### config.mk
export PLATFORM = sky130hd
export DESIGN_NAME = nibble_serial_sub_ctrl
export DESIGN_NICKNAME = d
export VERILOG_FILES = /design/src/rtl/nibble_sub_pkg.sv /design/src/rtl/sub_nibble_slice.sv /design/src/rtl/nibble_serial_sub_ctrl.sv
export SDC_FILE = /design/constraint.sdc
export NUM_CORES = 1
export LEC_CHECK = 0
export CAP_MARGIN = 20
export CORE_UTILIZATION = 50
export CTS_CLUSTER_SIZE = 12
export DETAILED_ROUTE_END_ITERATION = 8
export GPL_ROUTABILITY_DRIVEN = 1
export HOLD_SLACK_MARGIN = 0.05
export PLACE_DENSITY = 0.9
export SLEW_MARGIN = 20
export SYNTH_ARGS = -nofsm -noshare
export SYNTH_HDL_FRONTEND = slang
export SYNTH_SLANG_ARGS = --single-unit
export TNS_END_PERCENT = 100
### constraint.sdc
create_clock -name clk -period 4 [get_ports clk]
set_input_delay 0.4 -clock clk [delete_from_list [all_inputs] [get_ports clk]]
set_output_delay 0.4 -clock clk [all_outputs]
set_load 0.005 [all_outputs]
### src/rtl/nibble_sub_pkg.sv
// Shared types and helpers for the nibble-serial subtractor controller.
package nibble_sub_pkg;

  localparam int unsigned NIB_W = 4;
  // Widest operand the nibble selector can address.
  localparam int unsigned MAX_W = 256;

  typedef enum logic [1:0] {
    StIdle,
    StSub,
    StNeg,
    StDone
  } state_e;

  function automatic logic [NIB_W-1:0] nib_sel(input logic [MAX_W-1:0] vec,
                                               input int unsigned      idx);
    return vec[idx*NIB_W +: NIB_W];
  endfunction

endpackage

### src/rtl/sub_nibble_slice.sv
// Combinational 4-bit ripple slice computing a + ~b + cin; cout=1 means no borrow.
module sub_nibble_slice
  import nibble_sub_pkg::*;
(
  input  logic [NIB_W-1:0] a_i,
  input  logic [NIB_W-1:0] b_i,
  input  logic             cin_i,
  output logic [NIB_W-1:0] sum_o,
  output logic             cout_o
);

  logic             c;
  logic [NIB_W-1:0] nb;

  always_comb begin
    nb    = ~b_i;
    c     = cin_i;
    sum_o = '0;
    for (int i = 0; i < NIB_W; i++) begin
      sum_o[i] = a_i[i] ^ nb[i] ^ c;
      c        = (a_i[i] & nb[i]) | (a_i[i] & c) | (nb[i] & c);
    end
    cout_o = c;
  end

endmodule

### src/rtl/nibble_serial_sub_ctrl.sv
// Computes WIDTH-bit a - b one nibble per cycle through a single shared slice.
// Define NIBBLE_SUB_ABS_EN to return |a - b| and add the neg output.
module nibble_serial_sub_ctrl
  import nibble_sub_pkg::*;
#(
  parameter int unsigned WIDTH = 8
) (
  input  logic             clk,
  input  logic             rst_n,
  input  logic             in_valid,
  output logic             in_ready,
  input  logic [WIDTH-1:0] a,
  input  logic [WIDTH-1:0] b,
  output logic             out_valid,
  input  logic             out_ready,
  output logic [WIDTH-1:0] result,
  output logic             no_borrow,
  output logic             busy
`ifdef NIBBLE_SUB_ABS_EN
  ,
  output logic             neg
`endif
);

  localparam int unsigned NIB  = WIDTH / NIB_W;
  localparam int unsigned IdxW = (NIB > 1) ? $clog2(NIB) : 1;

  state_e            state_q, state_d;
  logic [WIDTH-1:0]  a_q, a_d;
  logic [WIDTH-1:0]  b_q, b_d;
  logic [WIDTH-1:0]  result_q, result_d;
  logic              carry_q, carry_d;
  logic              no_borrow_q, no_borrow_d;
  logic [IdxW-1:0]   idx_q, idx_d;
`ifdef NIBBLE_SUB_ABS_EN
  logic              neg_q, neg_d;
`endif

  logic [NIB_W-1:0]  slice_a, slice_b, slice_sum;
  logic              slice_cin, slice_cout;
  logic              last_nib;
  logic              accept;

  assign last_nib  = (idx_q == IdxW'(NIB - 1));
  assign in_ready  = rst_n && (state_q == StIdle);
  assign accept    = in_valid && in_ready;
  assign out_valid = (state_q == StDone);
  assign busy      = (state_q != StIdle);
  assign result    = result_q;
  assign no_borrow = no_borrow_q;
`ifdef NIBBLE_SUB_ABS_EN
  assign neg       = neg_q;
`endif

  // The NEG pass negates the partial result in place: 0 + ~r + 1.
  always_comb begin
    slice_a   = '0;
    slice_b   = '0;
    slice_cin = carry_q;
    if (state_q == StSub) begin
      slice_a = nib_sel(MAX_W'(a_q), 32'(idx_q));
      slice_b = nib_sel(MAX_W'(b_q), 32'(idx_q));
`ifdef NIBBLE_SUB_ABS_EN
    end else if (state_q == StNeg) begin
      slice_b = nib_sel(MAX_W'(result_q), 32'(idx_q));
`endif
    end
  end

  sub_nibble_slice u_slice (
    .a_i    (slice_a),
    .b_i    (slice_b),
    .cin_i  (slice_cin),
    .sum_o  (slice_sum),
    .cout_o (slice_cout)
  );

  always_comb begin
    state_d     = state_q;
    a_d         = a_q;
    b_d         = b_q;
    result_d    = result_q;
    carry_d     = carry_q;
    no_borrow_d = no_borrow_q;
    idx_d       = idx_q;
`ifdef NIBBLE_SUB_ABS_EN
    neg_d       = neg_q;
`endif
    unique case (state_q)
      StIdle: begin
        if (accept) begin
          a_d     = a;
          b_d     = b;
          carry_d = 1'b1;
          idx_d   = '0;
          state_d = StSub;
        end
      end
      StSub: begin
        result_d[idx_q*NIB_W +: NIB_W] = slice_sum;
        carry_d = slice_cout;
        idx_d   = idx_q + 1'b1;
        if (last_nib) begin
          no_borrow_d = slice_cout;
          state_d     = StDone;
`ifdef NIBBLE_SUB_ABS_EN
          neg_d = ~slice_cout;
          if (!slice_cout) begin
            carry_d = 1'b1;
            idx_d   = '0;
            state_d = StNeg;
          end
`endif
        end
      end
`ifdef NIBBLE_SUB_ABS_EN
      StNeg: begin
        result_d[idx_q*NIB_W +: NIB_W] = slice_sum;
        carry_d = slice_cout;
        idx_d   = idx_q + 1'b1;
        if (last_nib) begin
          state_d = StDone;
        end
      end
`endif
      StDone: begin
        if (out_ready) begin
          state_d = StIdle;
        end
      end
      default: state_d = StIdle;
    endcase
  end

  always_ff @(posedge clk) begin
    if (!rst_n) begin
      state_q     <= StIdle;
      a_q         <= '0;
      b_q         <= '0;
      result_q    <= '0;
      carry_q     <= 1'b0;
      no_borrow_q <= 1'b0;
      idx_q       <= '0;
`ifdef NIBBLE_SUB_ABS_EN
      neg_q       <= 1'b0;
`endif
    end else begin
      state_q     <= state_d;
      a_q         <= a_d;
      b_q         <= b_d;
      result_q    <= result_d;
      carry_q     <= carry_d;
      no_borrow_q <= no_borrow_d;
      idx_q       <= idx_d;
`ifdef NIBBLE_SUB_ABS_EN
      neg_q       <= neg_d;
`endif
    end
  end

endmodule

=== Word-level counts from Yosys, hierarchy flattened ===
Cells that the tools add are included.

* Register bits: 29
* Input bits: 20
* Word-level logic and storage cells: 67
* Output and inout bits: 12

* Muxes and demuxes: 11
* Reductions and logical operators: 9
* Shift-type cells: 4
* Bitwise operators: 29
* $add $sub $neg: 2
* Equal/unequal tests: 5

{| class="wikitable"
|+ Operators with widths
! cell !! number
|-
| 256-bit by 4-bit indexed part select with 4-bit output || 2
|-
| 3-bit negation with 34-bit output || 1
|-
| 4-bit by 34-bit variable shift with 8-bit output, first input constant || 1
|-
| 4-bit by 34-bit indexed part select with 8-bit output || 1
|-
| 1-bit AND || 12
|-
| 8-bit bitwise mux || 1
|-
| 4-bit two-way mux || 2
|-
| 1-bit OR || 8
|-
| 1-bit XOR || 8
|-
| 2-bit two-way mux || 3
|-
| 2-bit one-hot mux with 3 select lines || 1
|-
| 2-bit AND reduction || 3
|-
| 2-bit != test, second input constant || 2
|-
| 4-bit NOT || 1
|-
| 1-bit one-hot mux with 2 select lines || 2
|-
| 2-bit nonzero test || 2
|-
| 3-bit AND reduction || 1
|-
| 2-bit by 1-bit == test with 1-bit output, second input constant || 1
|-
| 2-bit == test, second input constant || 1
|-
| 1-bit logical AND || 2
|-
| 2-bit zero test || 1
|-
| 1-bit two-way mux || 2
|-
| 2-bit by 1-bit != test with 1-bit output, second input constant || 1
|-
| 1-bit adder, second input constant || 1
|}

=== Longest topological paths before layout ===
* Depth in word-level cells: 16
* Depth in mapped cells: 10
* Gate-level depth less buffers: 9

=== Modules after synthesis ===
From an unflattened synthesis, not the netlist that was laid out.

* Cells, all modules: 155
* Area total of the unflattened synthesis: 1423.9 um^2

{| class="wikitable"
|+ By module, submodules not included
! module !! seq. area each (um^2) !! cells an instance !! times used !! area each (um^2)
|-
| nibble_serial_sub_ctrl || 580.6 || 143 || 1 || 1313.8
|-
| sub_nibble_slice || 0.0 || 12 || 1 || 110.1
|}

=== Least setup slack after synthesis ===
Ideal clock, no wire load.

* Kind: flip-flop to flip-flop
* From: register idx_q
* To: register result_q[7], in the netlist result[7]
* Setup time: 0.072 ns
* Data arrival time: 2.648 ns
* Data required time: 3.928 ns
* Slack: 1.280 ns
* Cell stages (with the launch flop): 11
* Period minus slack after synthesis: 2.720 ns
* Buffers on the path: 1
* Cells stage by stage: dfxtp_1 -> buf_2 -> mux2i_1 -> nor2_1 -> fa_1 -> fa_1 -> fa_1 -> inv_1 -> fa_1 -> nand2b_1 -> mux2i_1

* Longest elaborated chain between the ends: 15
* Elaborated cells between the ends (all ways): 32
* Classes of those cells: 1 x add/sub; 4 x shift; 3 x mux; 24 x bitwise

{| class="wikitable"
|+ Ends and longest elaborated chain
! what !! RTL line !! source
|-
| from (decl) || nibble_serial_sub_ctrl.sv:34 || <nowiki>logic [IdxW-1:0] idx_q, idx_d;</nowiki>
|-
| from (signal assigned) || nibble_serial_sub_ctrl.sv:154 || <nowiki>idx_q <= idx_d;</nowiki>
|-
| 256-bit by 4-bit indexed part select with 4-bit output || nibble_sub_pkg.sv:17 || <nowiki>return vec[idx*NIB_W +: NIB_W];</nowiki>
|-
| 4-bit two-way mux || nibble_serial_sub_ctrl.sv:60 || <nowiki>if (state_q == StSub) begin</nowiki>
|-
| 4-bit NOT || sub_nibble_slice.sv:16 || <nowiki>nb = ~b_i;</nowiki>
|-
| 1-bit AND || sub_nibble_slice.sv:21 || <nowiki>c = (a_i[i] & nb[i]) | (a_i[i] & c) | (nb[i] & c);</nowiki>
|-
| 1-bit OR (2 in a row) || sub_nibble_slice.sv:21 ||
|-
| 1-bit AND || sub_nibble_slice.sv:21 ||
|-
| 1-bit OR (2 in a row) || sub_nibble_slice.sv:21 ||
|-
| 1-bit AND || sub_nibble_slice.sv:21 ||
|-
| 1-bit OR (2 in a row) || sub_nibble_slice.sv:21 ||
|-
| 1-bit XOR || sub_nibble_slice.sv:20 || <nowiki>sum_o[i] = a_i[i] ^ nb[i] ^ c;</nowiki>
|-
| 4-bit by 34-bit indexed part select with 8-bit output || nibble_serial_sub_ctrl.sv:100 || <nowiki>result_d[idx_q*NIB_W +: NIB_W] = slice_sum;</nowiki>
|-
| 8-bit bitwise mux (*) || nibble_serial_sub_ctrl.sv:100 ||
|-
| to (signal assigned) || nibble_serial_sub_ctrl.sv:151 || <nowiki>result_q <= result_d;</nowiki>
|-
| to (decl) || nibble_serial_sub_ctrl.sv:31 || <nowiki>logic [WIDTH-1:0] result_q, result_d;</nowiki>
|}

Every way passes the cells marked *; elsewhere a longest branch is shown, timed or not.
A chain may end at the register's enable or synchronous reset.

=== Worst setup path in the final report ===
Same ends and word-level chain as after synthesis.

==> results.cfg <==
[place]
dp_slack_ns = 0.999
dp_cells = 202
gp_congestion = 0.797
hpwlAfterDp_um = 1960
portBuffers = 31

[logic_synthesis]
synth_top_area_share_pct = 41.0
syn-cell-area_mm2 = 0.00142
ys_warn_count = 0
yosys.area.top_type = dfxtp_1
synth_seq_cells = 29
netlist_instances = 151
synthArstFlopShare_pct = 0
synth_edf_count = 0
netlist_top_cells_area = dfxtp_1 (41%), mux2i_1 (20%), nand2_1 (12%)
syn-num-nets = 175
seq_area_frac_synth_pct = 41.0
syn_avg_cell_area_um2 = 9.39
synth_flop_cell = dfxtp_1
ys_types = 28

[clock_network]
cts_inserted_buffers = 5
cts_setup_buffers = 0
cts_max_level = 2
cts_tree = yes
root_buffer = clkbuf_4
worstSkewPairLatency_ns = 0.33
ctsHoldBuffers = 0
cts_num_sinks = 29
clk_path_buf_depth = 2
clk_pin_slew_worst_paths_ns = 0.10
cts_resized = 0

[timing]
hold_ws_ns = 0.462
finalSetupTns_ns = 0
fmax_mhz = 335
final_hold_viol_count = 0
report.final.setup_viol = 0
max_slew_margin_pct = 66.4
min_period_ns = 2.99
final_min_period_over_clock_period_pct = 74.7
maxSlewViolCount = 0
fin_skew_ns = 0.0132
tightestPinTransition_ns = 0.504
rsz0062_at_grt = no
fin_ws_ns = 1.01

[setup_path]
start_kind = flip-flop
crit_path_max_fanout = 13
crit_path_end_kind = flip-flop
crit_required_ns = 4.27
critPathArrivalTime_ns = 3.26
r2r.worst_path.cells = 9
worstSetupPathType = reg -> reg

[layout]
diodes = 0
fillers = 233
nets = 203
syn_to_final_growth_pct = 23.7
drive_gt1_share_pct = 10.0
finalNonFillerCells = 210

[global_route]
overflow = 0
grt_pass1_vias = 1035
track_usage_pct = 18.0
grt_start_max_net_pins = 49
grt_pass1_wl_um = 4230
antenna_found_initial = 0

[route]
viasPerCell = 5.20
vias = 1091
drc = 0
dr.pass1.iters = 4
wl_um = 2660
drt-wirelength-per-cell_um = 12.7
ant_nets = 0
dr.first_iter.drc_count = 11

[min_path]
holdCritPathClass = reg -> reg
hold_depth = 2

[job]
cap_violations = 0

[power_and_ir_drop]
pwr_density_cell_mw_per_mm2 = 349
p_leak_nw = 0.724
irDropWorstVdd_mv = 0.286
report.power.total_mw = 0.612

[floorplanning]
fp.coreArea_mm2 = 0.00257
die_w_um = 55.2
ioPinCount = 32
die_h_um = 55.2
num_rows = 18
initial_core_util_pct = 55.2
die_area_mm2 = 0.00305

[run_status]
status = finished, final reports clean
-- sequential cells by signal, summed over array words and instances (netlist names) --
register   cells
a_q            8
b_q            8
result         8
state_q        2
carry_q        1
idx_q          1
no_borrow      1
-- synth_stat cells, types with 2 or more instances --
cell type / count
inv_1: 3
buf_2: 7
nand2b_1: 2
mux2_2: 4
nor2_1: 6
buf_6: 2
dfxtp_1: 29
nand2_1: 47
mux2i_1: 28
fa_1: 4
and2_1: 2
-- worst max-delay path: stages (launching register included) --
cell and delay (ns):
dfxtp_1 0.65, mux2_2 0.26, nand2_1 0.08, fa_1 0.40
fa_1 0.40, fa_1 0.38, inv_1 0.08, fa_1 0.39
nand2b_1 0.17, mux2i_1 0.14
-- routing by layer --
metal / track usage [%] / vias up / wire length [um] / part of all wire, %
li1: - / 551 / - / -
met1: 19.7 / 496 / 1150 / 43
met2: 30.8 / 37 / 1300 / 49
met3: 5.15 / 7 / 158 / 5.9
met4: 10.7 / 0 / 46 / 1.7
met5: 0 / - / 0 / 0
-- cell type report --
class	instances	area (um^2)	area share (%)
Clock buffer	6	41.3	2.36
Clock inverter	2	10.0	0.571
Inverter	3	11.3	0.642
Multi-Input combinational cell	107	747	42.6
Sequential cell	29	581	33.1
Tap cell	30	37.5	2.14
Timing Repair Buffer	33	325	18.6
-- kinds of logic (layout without fill, tap and decap cells) --
group / after synthesis / count (layout) / synth area share (%)
buffers and inverters: 15 / 44 / 6.71
AOI/OAI and AO/OA: 7 / 7 / 3.88
and+or+nand+nor: 64 / 64 / 19.9
adders and majority gates: 4 / 4 / 5.65
DFF: 29 / 29 / 41.0
muxes: 32 / 32 / 22.9
-- path summary, 6_finish.rpt --
check | to | slack [ns] | startpoint
max | result[7] | 1.01 | idx_q
min | result[2] | 0.46 | result[2]
min reg2reg | result[2] | 0.46 | result[2]
max reg2reg | result[7] | 1.01 | idx_q
-- layout by cell type (no fill, tap or decap), types with 2 or more instances in the layout --
cell type        count
inv_1                3
clkdlybuf4s50_1     31
nor2_1               6
buf_4                2
nand2b_1             2
and2_1               2
nand2_1             47
fa_1                 4
clkinv_2             2
mux2_2               4
clkbuf_4             5
mux2i_1             28
dfxtp_1             29
-- metrics by stage --
stage          util, %  area [um^2]
4_1_cts           68.3         1750
3_3_place_gp      66.3         1700
2_1_floorplan        -         1420
6_report          68.3         1750
3_5_place_dp      66.3         1700
5_1_grt           68.3         1750
-- report_power, final --
part	internal, mW	total (mW)	switching [mW]
sequential	0.309	0.325	0.0157
combinational	0.0688	0.119	0.0499
clock	0.0668	0.168	0.101
Note: power is estimated with default switching activity, not from simulation.
